**config.mk**
```make
export PLATFORM = sky130hd
export DESIGN_NAME = alu_arbiter
export DESIGN_NICKNAME = d
export VERILOG_FILES = /design/src/rtl/alu_pkg.sv /design/src/rtl/alu_arbiter_rr_pick.sv /design/src/rtl/alu_arbiter.sv
export SDC_FILE = /design/constraint.sdc
export NUM_CORES = 1
export LEC_CHECK = 0
export ABC_CLOCK_PERIOD_IN_PS = 1670
export CAP_MARGIN = 20
export CORE_ASPECT_RATIO = 0.6
export CORE_MARGIN = 5
export CORE_UTILIZATION = 26
export CTS_CLUSTER_DIAMETER = 50
export DETAILED_ROUTE_END_ITERATION = 6
export PLACE_DENSITY_LB_ADDON = 0.1
export SLEW_MARGIN = 20
export SYNTH_ARGS = -nofsm -noshare
export SYNTH_HDL_FRONTEND = slang
export SYNTH_SLANG_ARGS = --single-unit
```
**constraint.sdc**
```tcl
create_clock -name clk -period 1.67 [get_ports clk]
set_input_delay 0.2505 -clock clk [delete_from_list [all_inputs] [get_ports clk]]
set_output_delay 0.2505 -clock clk [all_outputs]
set_load 0.02 [all_outputs]
```
**src/rtl/alu_pkg.sv**
```systemverilog
// Shared ALU control codes and arbiter state type.
package alu_pkg;

   localparam logic [3:0] ALU_OR  = 4'd1;
   localparam logic [3:0] ALU_ADD = 4'd2;
   localparam logic [3:0] ALU_SLT = 4'd7;
   localparam logic [3:0] ALU_NOR = 4'd12;
   localparam logic [3:0] ALU_XOR = 4'd13;

   typedef logic [3:0] alu_ctl_t;

   typedef enum logic {
      IDLE = 1'b0,
      HOLD = 1'b1
   } arb_state_t;

endpackage

```
**src/rtl/alu_arbiter_rr_pick.sv**
```systemverilog
// Combinational round-robin picker: first valid requester after rr_ptr wins.
module rr_pick #(
   parameter int N_REQ = 2,
   parameter int IDX_W = 1
) (
   input  logic [N_REQ-1:0] valid,
   input  logic [IDX_W-1:0] rr_ptr,
   output logic [N_REQ-1:0] grant,
   output logic [IDX_W-1:0] idx,
   output logic             any
);

   always_comb begin
      logic [IDX_W-1:0] cand_idx;
      grant    = '0;
      idx      = '0;
      any      = 1'b0;
      cand_idx = '0;
      // Walk the ring starting just past the last winner; rr_ptr itself is checked last.
      for (int k = 1; k <= N_REQ; k++) begin
         cand_idx = IDX_W'((int'(rr_ptr) + k) % N_REQ);
         if (!any && valid[cand_idx]) begin
            any             = 1'b1;
            idx             = cand_idx;
            grant[cand_idx] = 1'b1;
         end
      end
   end

endmodule

```
**src/rtl/alu_arbiter.sv**
```systemverilog
// Shares one ALU between N_REQ requesters; one operation per cycle, result held
// in a response register until its owner accepts it.
module alu_arbiter
   import alu_pkg::*;
#(
   parameter int N_REQ = 2,
   parameter int W     = 32
) (
   input  logic               clk,
   input  logic               reset,
   input  logic [N_REQ-1:0]   req_valid,
   output logic [N_REQ-1:0]   req_ready,
   input  logic [4*N_REQ-1:0] req_ctl,
   input  logic [W*N_REQ-1:0] req_a,
   input  logic [W*N_REQ-1:0] req_b,
   output logic [N_REQ-1:0]   rsp_valid,
   input  logic [N_REQ-1:0]   rsp_ready,
   output logic [W-1:0]       rsp_out,
   output logic               rsp_zero,
   output logic [3:0]         alu_ctl,
   output logic [W-1:0]       alu_a,
   output logic [W-1:0]       alu_b,
   input  logic [W-1:0]       alu_out,
   input  logic               alu_zero
);

   localparam int IDX_W = (N_REQ > 1) ? $clog2(N_REQ) : 1;

   alu_ctl_t       ctl_arr [N_REQ];
   logic [W-1:0]   a_arr   [N_REQ];
   logic [W-1:0]   b_arr   [N_REQ];

   generate
      for (genvar gi = 0; gi < N_REQ; gi++) begin : g_slice
         assign ctl_arr[gi] = req_ctl[4*gi +: 4];
         assign a_arr[gi]   = req_a[W*gi +: W];
         assign b_arr[gi]   = req_b[W*gi +: W];
      end
   endgenerate

   arb_state_t       state_reg;
   logic [IDX_W-1:0] owner_reg;
   logic [IDX_W-1:0] rr_ptr_reg;
   logic [W-1:0]     rsp_out_reg;
   logic             rsp_zero_reg;

   logic [N_REQ-1:0] pick_grant;
   logic [IDX_W-1:0] pick_idx;
   logic             pick_any;

   rr_pick #(
      .N_REQ (N_REQ),
      .IDX_W (IDX_W)
   ) u_pick (
      .valid  (req_valid),
      .rr_ptr (rr_ptr_reg),
      .grant  (pick_grant),
      .idx    (pick_idx),
      .any    (pick_any)
   );

   logic drain;
   logic allowed;
   logic granted;

   // A draining owner frees the register in the same cycle a new result lands.
   assign drain   = (state_reg == HOLD) && rsp_ready[owner_reg];
   assign allowed = (state_reg == IDLE) || drain;
   assign granted = allowed && pick_any;

   assign req_ready = granted ? pick_grant         : '0;
   assign alu_ctl   = granted ? ctl_arr[pick_idx]  : 4'd0;
   assign alu_a     = granted ? a_arr[pick_idx]    : '0;
   assign alu_b     = granted ? b_arr[pick_idx]    : '0;

   always_comb begin
      rsp_valid = '0;
      if (state_reg == HOLD) rsp_valid[owner_reg] = 1'b1;
   end

   assign rsp_out  = rsp_out_reg;
   assign rsp_zero = rsp_zero_reg;

   always_ff @(posedge clk) begin
      if (reset) begin
         state_reg    <= IDLE;
         owner_reg    <= '0;
         rr_ptr_reg   <= IDX_W'(N_REQ - 1);
         rsp_out_reg  <= '0;
         rsp_zero_reg <= 1'b0;
      end else if (granted) begin
         state_reg    <= HOLD;
         owner_reg    <= pick_idx;
         rr_ptr_reg   <= pick_idx;
         rsp_out_reg  <= alu_out;
         rsp_zero_reg <= alu_zero;
      end else if (drain) begin
         state_reg    <= IDLE;
      end
   end

endmodule
```
# Word-level counts from Yosys, hierarchy flattened
# Index checks and enable logic that the tools add are counted.
# word_totals
elab_cells	60
register_bits	36
inputBits	175
# classes
muxes	34
bitwise	3
reduce_logical	9
n_addsub	2
magnitude_cmp	7
# ops
operator	n
$mux 32	8
$mux 4	4
$mux 1	15
$mux 2	4
$logic_and 1x1->1	6
$lt 1x2->1 const B	3
$demux 1 s1	3
$ge 1x1->1 const B	3
$add 1x1->1 const B	2
$ge 2x2->1 const B	1
$not 1->2	1
$or 2x2->2	1
$reduce_bool 2->1	1
$logic_not 1->1	1
$logic_or 1x1->1	1
$not 1->1	1

# Depth between registers and ports, before layout
# Gate-level depths: netlist (run 1).
# depth
ltp_word	12
mapped_depth	7
ltp_nobuf	3

# Modules after synthesis
# From an unflattened synthesis (run 1), not the netlist that was laid out.
# unflattened
cells_unflattened	417
hier_area_um2	3270.6
# modules_own_cells
mod	n_inst	area_per_inst_um2	cells_each	seq_area_each_um2
alu_arbiter	1	3238.1	412	720.7
rr_pick	1	32.5	5	0.0

# Least setup slack after synthesis (run 1)
# OpenSTA, ideal clock, no wires.
# synth_path
path_kind	input to output
startpoint	in req_valid[0]
endpoint	out alu_b[10]
cell_stages	7
n_path_buf	4
setup_slack_ns	-0.024
arrival_time_ns	1.444
cell_sequence	clkbuf_1 > a21bo_2 > buf_2 > buf_4 > buf_2 > nand2_1 > a21oi_1
# synth_between
elab_chain_len	11
word_cells_on_any_way	16
classes_between	12 x mux; 1 x bitwise; 3 x reduce/logical
# synth_lines
element	line	text
start: declaration	alu_arbiter.sv:11	input logic [N_REQ-1:0] req_valid,
$mux 1 (not written as such) (2 in a row)	alu_arbiter_rr_pick.sv:22	if (!any && valid[cand_idx]) begin
$mux 1	alu_arbiter_rr_pick.sv:22	
$logic_not 1->1	alu_arbiter_rr_pick.sv:22	
$logic_and 1x1->1	alu_arbiter_rr_pick.sv:22	
$mux 1	alu_arbiter_rr_pick.sv:22	
$not 1->2 (not written as such)	alu_arbiter.sv:74	assign alu_b = granted ? b_arr[pick_idx] : '0;
$mux 32 (not written as such) (3 in a row)	alu_arbiter.sv:74	
$mux 32 (*)	alu_arbiter.sv:74	
end: declaration	alu_arbiter.sv:22	output logic [W-1:0] alu_b,
# Mark *: on every way between the ends. The rest lies on a longest branch, timed or not. The select of a mux whose other input is x is not followed.

# Worst setup path after layout (run 1)
# layout_path
startpoint	reg owner_reg
endpoint	out alu_ctl[0]
# layout_between
elab_chain_len	6
# layout_lines
element	line	text
start: declaration	alu_arbiter.sv:42	logic [IDX_W-1:0] owner_reg;
start signal: assignment	alu_arbiter.sv:93	owner_reg <= pick_idx;
$mux 1 (not written as such) (2 in a row)	alu_arbiter.sv:67	assign drain = (state_reg == HOLD) && rsp_ready[owner_reg];
$logic_and 1x1->1	alu_arbiter.sv:67	
$logic_or 1x1->1	alu_arbiter.sv:68	assign allowed = (state_reg == IDLE) || drain;
$logic_and 1x1->1	alu_arbiter.sv:69	assign granted = allowed && pick_any;
$mux 4	alu_arbiter.sv:72	assign alu_ctl = granted ? ctl_arr[pick_idx] : 4'd0;
end: declaration	alu_arbiter.sv:20	output logic [3:0] alu_ctl,
# No other way between the ends. The select of a mux whose other input is x is not followed.

==> qor.yml, run 1 <==
p_per_area_mw_per_mm2: 665.3
die_y_um: 81.77
clk_latency_ns: 0.28
io_pins: 280
hold_start: "rsp_out[31]"
slew_headroom_pct: 74.93
postPlaceCellArea_mm2: 0.005349
timing.hold.ws_ns: 0.4698
cp.arrival_ns: 1.68
synth_area_leader_cell: "dfxtp_1"
rsz0062_at_grt: "true"
hpwl_mm: 9.707
fmax_mhz: 519.3
gp_congestion: 0.8372
yosysWarnings: 0
dp_slack_ns: -0.7909
ir_drop_mv: 0.5058
r2r-start: "owner_reg"
slew_viol_final: 0
syn_nets: 505
synth_common_cells: "nand2_1, a21oi_1, dfxtp_1, a22o_1, buf_2"
diodes: 0
drive_above_1_share_pct: 29.49
die_w_um: 129.6
syn_area_mm2: 0.002232
fin_nets: 816
gr-total-overflow: 0
core_area_mm2: 0.008426
hold_depth: 1
dieArea_mm2: 0.01060
status: "finished, violations left"
fin_skew_ns: 0.004940
row_count: 26
largest_reg_flops: 32
reg2reg_slack_ns: 0.06
yosysSeqAreaShare_pct: 32.29
met1_usage_pct: 26.07
synth.most_common_cell: "nand2_1"
grt_pass1_wl_mm: 18.70
final_hold_viol_count: 0
grt_max_degree: 37
synth_edf_count: 0
grt_pass1_vias: 3624
critPathKind: "register to primary output"
p_leak_nw: 2.569
timing.rr.end: "rsp_out[8]"
use_met3_pct: 7.862
dr.first_iter.drc_count: 100
finalSetupViolCount: 70
async_flop_share_pct: 0
fin_ws_ns: -0.2557
htree_levels: 2
synth_top_area_share_pct: 32.29
final_util_pct: 72.41
synth_cell_types: 27
cts_tree: "yes"
ys_ff_latch: 36
syn_area_per_cell_um2: 6.764
antenna_found_initial: 0
dp.cells: 718
start_util_pct: 26.49
hold_path.class: "register to register"
drc_errors: 0
period_needed_ns: 1.926
routed_via_density: 4.818
worst_r2r_path_depth: 6
cts_root_buf: "clkbuf_16"
detail_route.wl_per_cell_um: 18.02
worstHoldEndpoint: "rsp_out[31]"
worstPathMaxFanout: 8
tightest_slew_ns: 0.3748
routed_wl_mm: 13.57
synth_top_flop_cell: "dfxtp_1"
port_buffers: 279
synth_cells: 330
yosys-top-cells-area: "dfxtp_1, nand2_1, a21oi_1, a22o_1, buf_2"
dr.pass1.iters: 4
numCtsBuffers: 5
gr-usage-met2_pct: 39.11
cts_buffer_depth: 2
cts_hold_buf: 0
crit_required_ns: 1.42
maxCapViolations: 0
timing.final.crit_share_pct: 115.3
num_vias: 3628
area_growth_syn_to_layout_pct: 173.3
grt_usage_pct: 22.38
finish.instance_area_mm2: 0.006101
busiest_layer: "met2"
instances_no_fill: 753
antenna_left: 0
violations: "setup timing"
end_kind: "primary output"
critPathLaunchType: "register"
clock_sinks: 36
path_clk_slew_ns: 0.05
[kinds of logic (layout without fill, tap and decap cells)]
logic type	after synthesis	count (layout)	synth area share, %
buffers and inverters	33	344	8.128
and+or+nand+nor	147	147	26.12
muxes	2	2	0.9529
AOI/OAI and AO/OA	112	112	32.51
DFF	36	36	32.29
[through the flow]
stage | power (mW) | setup TNS [ns]
finish | 4.059 | -12.77
global placement | 2.867 | -50.97
detailed placement | 2.883 | -55.18
CTS | 4.008 | -14.93
global route | 4.249 | -16.44
floorplan | 1.782 | -0.02183
[where the power goes]
group	total (mW)	internal [mW]	leakage (nW)	switching, mW
logic	2.21	1.20	2.20	1.01
clock network	0.876	0.541	0.0667	0.334
registers	0.976	0.934	0.299	0.0416
[placed cells by master, fill, tap and decap left out, types with 2 or more instances in the layout]
cell,count
clkdlybuf4s50_1,203
o21ai_4,2
clkbuf_16,6
buf_2,10
nor3_1,2
dlygate4sd2_1,6
a22o_1,33
buf_12,13
nand2_2,4
buf_4,52
nand2_1,117
a21oi_2,26
inv_1,2
nor2_1,3
buf_16,2
nand2_4,2
a21oi_4,13
nand3_1,14
dfxtp_1,34
buf_6,45
a21oi_1,30
[repair_timing]
action / CTS / global route
pin swaps: 6 / 8
setup endpoints to repair: 72 / 103
gates cloned: 8 / 2
setup buffers: 18 / 7
gates resized for setup: 405 / 49
[layer usage]
| metal | vias up | routed length [um] |
|---|---|---|
| met5 | - | 0 |
| met4 | 0 | 248 |
| met3 | 19 | 1174 |
| met2 | 147 | 6792 |
| met1 | 1706 | 5353 |
| li1 | 1756 | - |
[worst max-delay path by stage]
stage                            start           end  slack [ns]
final                        owner_reg    alu_ctl[0]       -0.26
after CTS                    owner_reg     alu_a[30]       -0.31
after floorplan              owner_reg  req_ready[0]       -0.02
after detailed placement  req_valid[0]     alu_b[25]       -0.79
after global routing         owner_reg    alu_ctl[0]       -0.31
after global placement    req_valid[0]     alu_a[24]       -0.76
[worst max-delay path, cell delays in order, from the launching register on]
cell     delay [ns]
dfxtp_2        0.34
mux2_4         0.33
o21ai_4        0.15
buf_12         0.17
buf_16         0.14
buf_6          0.10
a21oi_2        0.03
buf_6          0.13
[area by class of cell]
cell class | count | area, um2
clock buffer | 6 | 128.9
clock inverter | 1 | 5.005
fill | 650 | 2325
inverter | 3 | 11.26
multi-input combinational | 261 | 1670
sequential | 36 | 725.7
tap | 112 | 140.1
timing repair buffer | 334 | 3420
(Power assumes the default switching activity.)
==> inputs of run 2 (changes only) <==
--- a/config.mk
+++ b/config.mk
@@ -9,9 +9,11 @@
 export CAP_MARGIN = 20
 export CORE_ASPECT_RATIO = 0.6
 export CORE_MARGIN = 5
-export CORE_UTILIZATION = 26
+export CORE_UTILIZATION = 27
+export CTS_BUF_LIST = sky130_fd_sc_hd__clkbuf_8
 export CTS_CLUSTER_DIAMETER = 50
 export DETAILED_ROUTE_END_ITERATION = 6
+export MAX_ROUTING_LAYER = met4
 export PLACE_DENSITY_LB_ADDON = 0.1
 export SLEW_MARGIN = 20
 export SYNTH_ARGS = -nofsm -noshare
==> run 2 against run 1 <==
The run still ends with setup timing left; routed wire length is 1.8% higher; utilization grew 2.0 points; sequential power barely moved; non-clock buffer count fell by 14; hold slack improved by 0.011 ns; critical path depth fell by 1; via count increased by 0.85%; combinational power down 2%; count of clock-buffer cells in the layout fell by 1; worst setup slack improved by 0.0051 ns; largest power group unchanged; sequential cell count is the same; critical endpoint is now alu_a[4].
==> qor.yml, run 2 (synthesis results as in run 1) <==
die_w_um: 127.4  # was 129.6 um
power_mw: 3.915  # was 4.059 mW
dr.first_iter.drc_count: 146  # was 100
area_growth_syn_to_layout_pct: 166.0  # was 173.3%
layout_commonest_cell: "clkdlybuf4s50_1"  # unchanged
gp_congestion: 0.9663  # was 0.8372
grt_pass1_wl_mm: 18.93  # was 18.70 mm
largest_reg_flops: 32  # unchanged
port_buffers: 279  # unchanged
cts_tree: "yes"  # unchanged
path_clk_slew_ns: 0.07  # was 0.05 ns
gr-total-overflow: 0  # unchanged
numCtsBuffers: 5  # unchanged
critPathLaunchType: "register"  # unchanged
worst_r2r_path_depth: 5  # was 6
num_vias: 3659  # was 3628
fin_skew_ns: 0.004940  # about the same
antenna_left: 0  # unchanged
finalSetupViolCount: 70  # unchanged
grt_max_degree: 36  # was 37
maxCapViolations: 0  # unchanged
fin_nets: 802  # was 816
postPlaceCellArea_mm2: 0.005346  # was 0.005349 mm2
routed_wl_mm: 13.81  # was 13.57 mm
grt_usage_pct: 23.92  # was 22.38%
fmax_mhz: 520.7  # was 519.3 MHz
io_pins: 280  # unchanged
end_kind: "primary output"  # unchanged
setup_tns_ns: -14.47  # was -12.77 ns
drc_errors: 0  # unchanged
p_per_area_mw_per_mm2: 659.2  # was 665.3 mW/mm2
timing.hold.ws_ns: 0.4803  # was 0.4698 ns
crit_required_ns: 1.42  # about the same
clk_latency_ns: 0.30  # was 0.28 ns
row_count: 25  # was 26
cts_buffer_depth: 2  # unchanged
violations: "setup timing"  # unchanged
dieArea_mm2: 0.01025  # was 0.01060 mm2
hold_path.class: "register to register"  # unchanged
tightest_slew_ns: 0.4157  # was 0.3748 ns
drive_above_1_share_pct: 27.39  # was 29.49%
slew_headroom_pct: 71.49  # was 74.93%
antenna_found_initial: 0  # unchanged
ir_drop_mv: 0.8590  # was 0.5058 mV
detail_route.wl_per_cell_um: 18.76  # was 18.02 um
dr.pass1.iters: 5  # was 4
finish.instance_area_mm2: 0.005938  # was 0.006101 mm2
fin_ws_ns: -0.2506  # was -0.2557 ns
critPathKind: "register to primary output"  # unchanged
period_needed_ns: 1.921  # was 1.926 ns
die_y_um: 80.43  # was 81.77 um
rsz0062_at_grt: "true"  # unchanged
grt_pass1_vias: 3527  # was 3624
htree_levels: 2  # unchanged
timing.final.crit_share_pct: 115.0  # was 115.3%
hold_depth: 1  # unchanged
cp.arrival_ns: 1.67  # was 1.68 ns
p_leak_nw: 2.471  # was 2.569 nW
start_util_pct: 27.98  # was 26.49%
cts_root_buf: "clkbuf_8"  # was clkbuf_16
routed_via_density: 4.971  # was 4.818
final_hold_viol_count: 0  # unchanged
worstPathMaxFanout: 5  # was 8
core_area_mm2: 0.007976  # was 0.008426 mm2
final_cell_mix: "clkdlybuf4s50_1, nand2_1, buf_6, dfxtp_1, a22o_1"  # was clkdlybuf4s50_1, nand2_1, buf_4, buf_6, dfxtp_1
diodes: 0  # unchanged
status: "finished, violations left"  # unchanged
clock_sinks: 36  # unchanged
slew_viol_final: 0  # unchanged
final_util_pct: 74.45  # was 72.41%
hpwl_mm: 9.804  # was 9.707 mm
==> run 2: through the flow <==
stage	cells	setup slack, ns
after global placement	711	-0.7615
after global routing	736	-0.3274
after detailed placement	711	-0.7868
after floorplan	330	-0.02183
final	736	-0.2506
after CTS	732	-0.2516
==> run 2: timing repair <==
| item | CTS | global route |
|---|---|---|
| cloned | 4 | 4 |
| endpoints found under the setup margin | 72 | 71 |
| resized for setup | 335 | 99 |
| hold buffers | 0 | 0 |
| setup buffers | 9 | 0 |
| pin swaps | 3 | 1 |
==> run 2: path summary, 6_finish.rpt <==
| check | from | endpoint | slack, ns |
|---|---|---|---|
| min reg2reg | rsp_out[4] | rsp_out[4] | 0.48 |
| max | owner_reg | alu_a[4] | -0.25 |
| min | rsp_out[4] | rsp_out[4] | 0.48 |
| max reg2reg | owner_reg | rr_ptr_reg | 0.08 |
==> run 2: cell type report <==
class	instances	area [um2]
multi-input combinational	261	1642
tap	108	135.1
fill	606	2038
clock buffer	5	68.82
clock inverter	3	42.54
sequential	36	723.2
inverter	3	11.26
timing repair buffer	320	3316
==> run 2: critical path: stages (launching register included) <==
cell and delay (ns):
dfxtp_2 0.34, mux2_4 0.32, o21ai_4 0.18, buf_8 0.17, clkbuf_16 0.16, a21oi_2 0.04, buf_4 0.15
==> run 2: routing by layer <==
layer / up-vias / wire [um] / global-route usage [%] / part of all wire (%)
met4: 0 / 370 / 5.996 / 2.7
met3: 36 / 1256 / 8.904 / 9.1
met2: 203 / 7038 / 41.29 / 51
met1: 1687 / 5145 / 26.39 / 37
met5: - / 0 / - / 0
li1: 1733 / - / - / -
==> run 2: power by group <==
group	internal (mW)	switching, mW
clock	0.441	0.330
combinational	1.16	1.01
sequential	0.932	0.0434
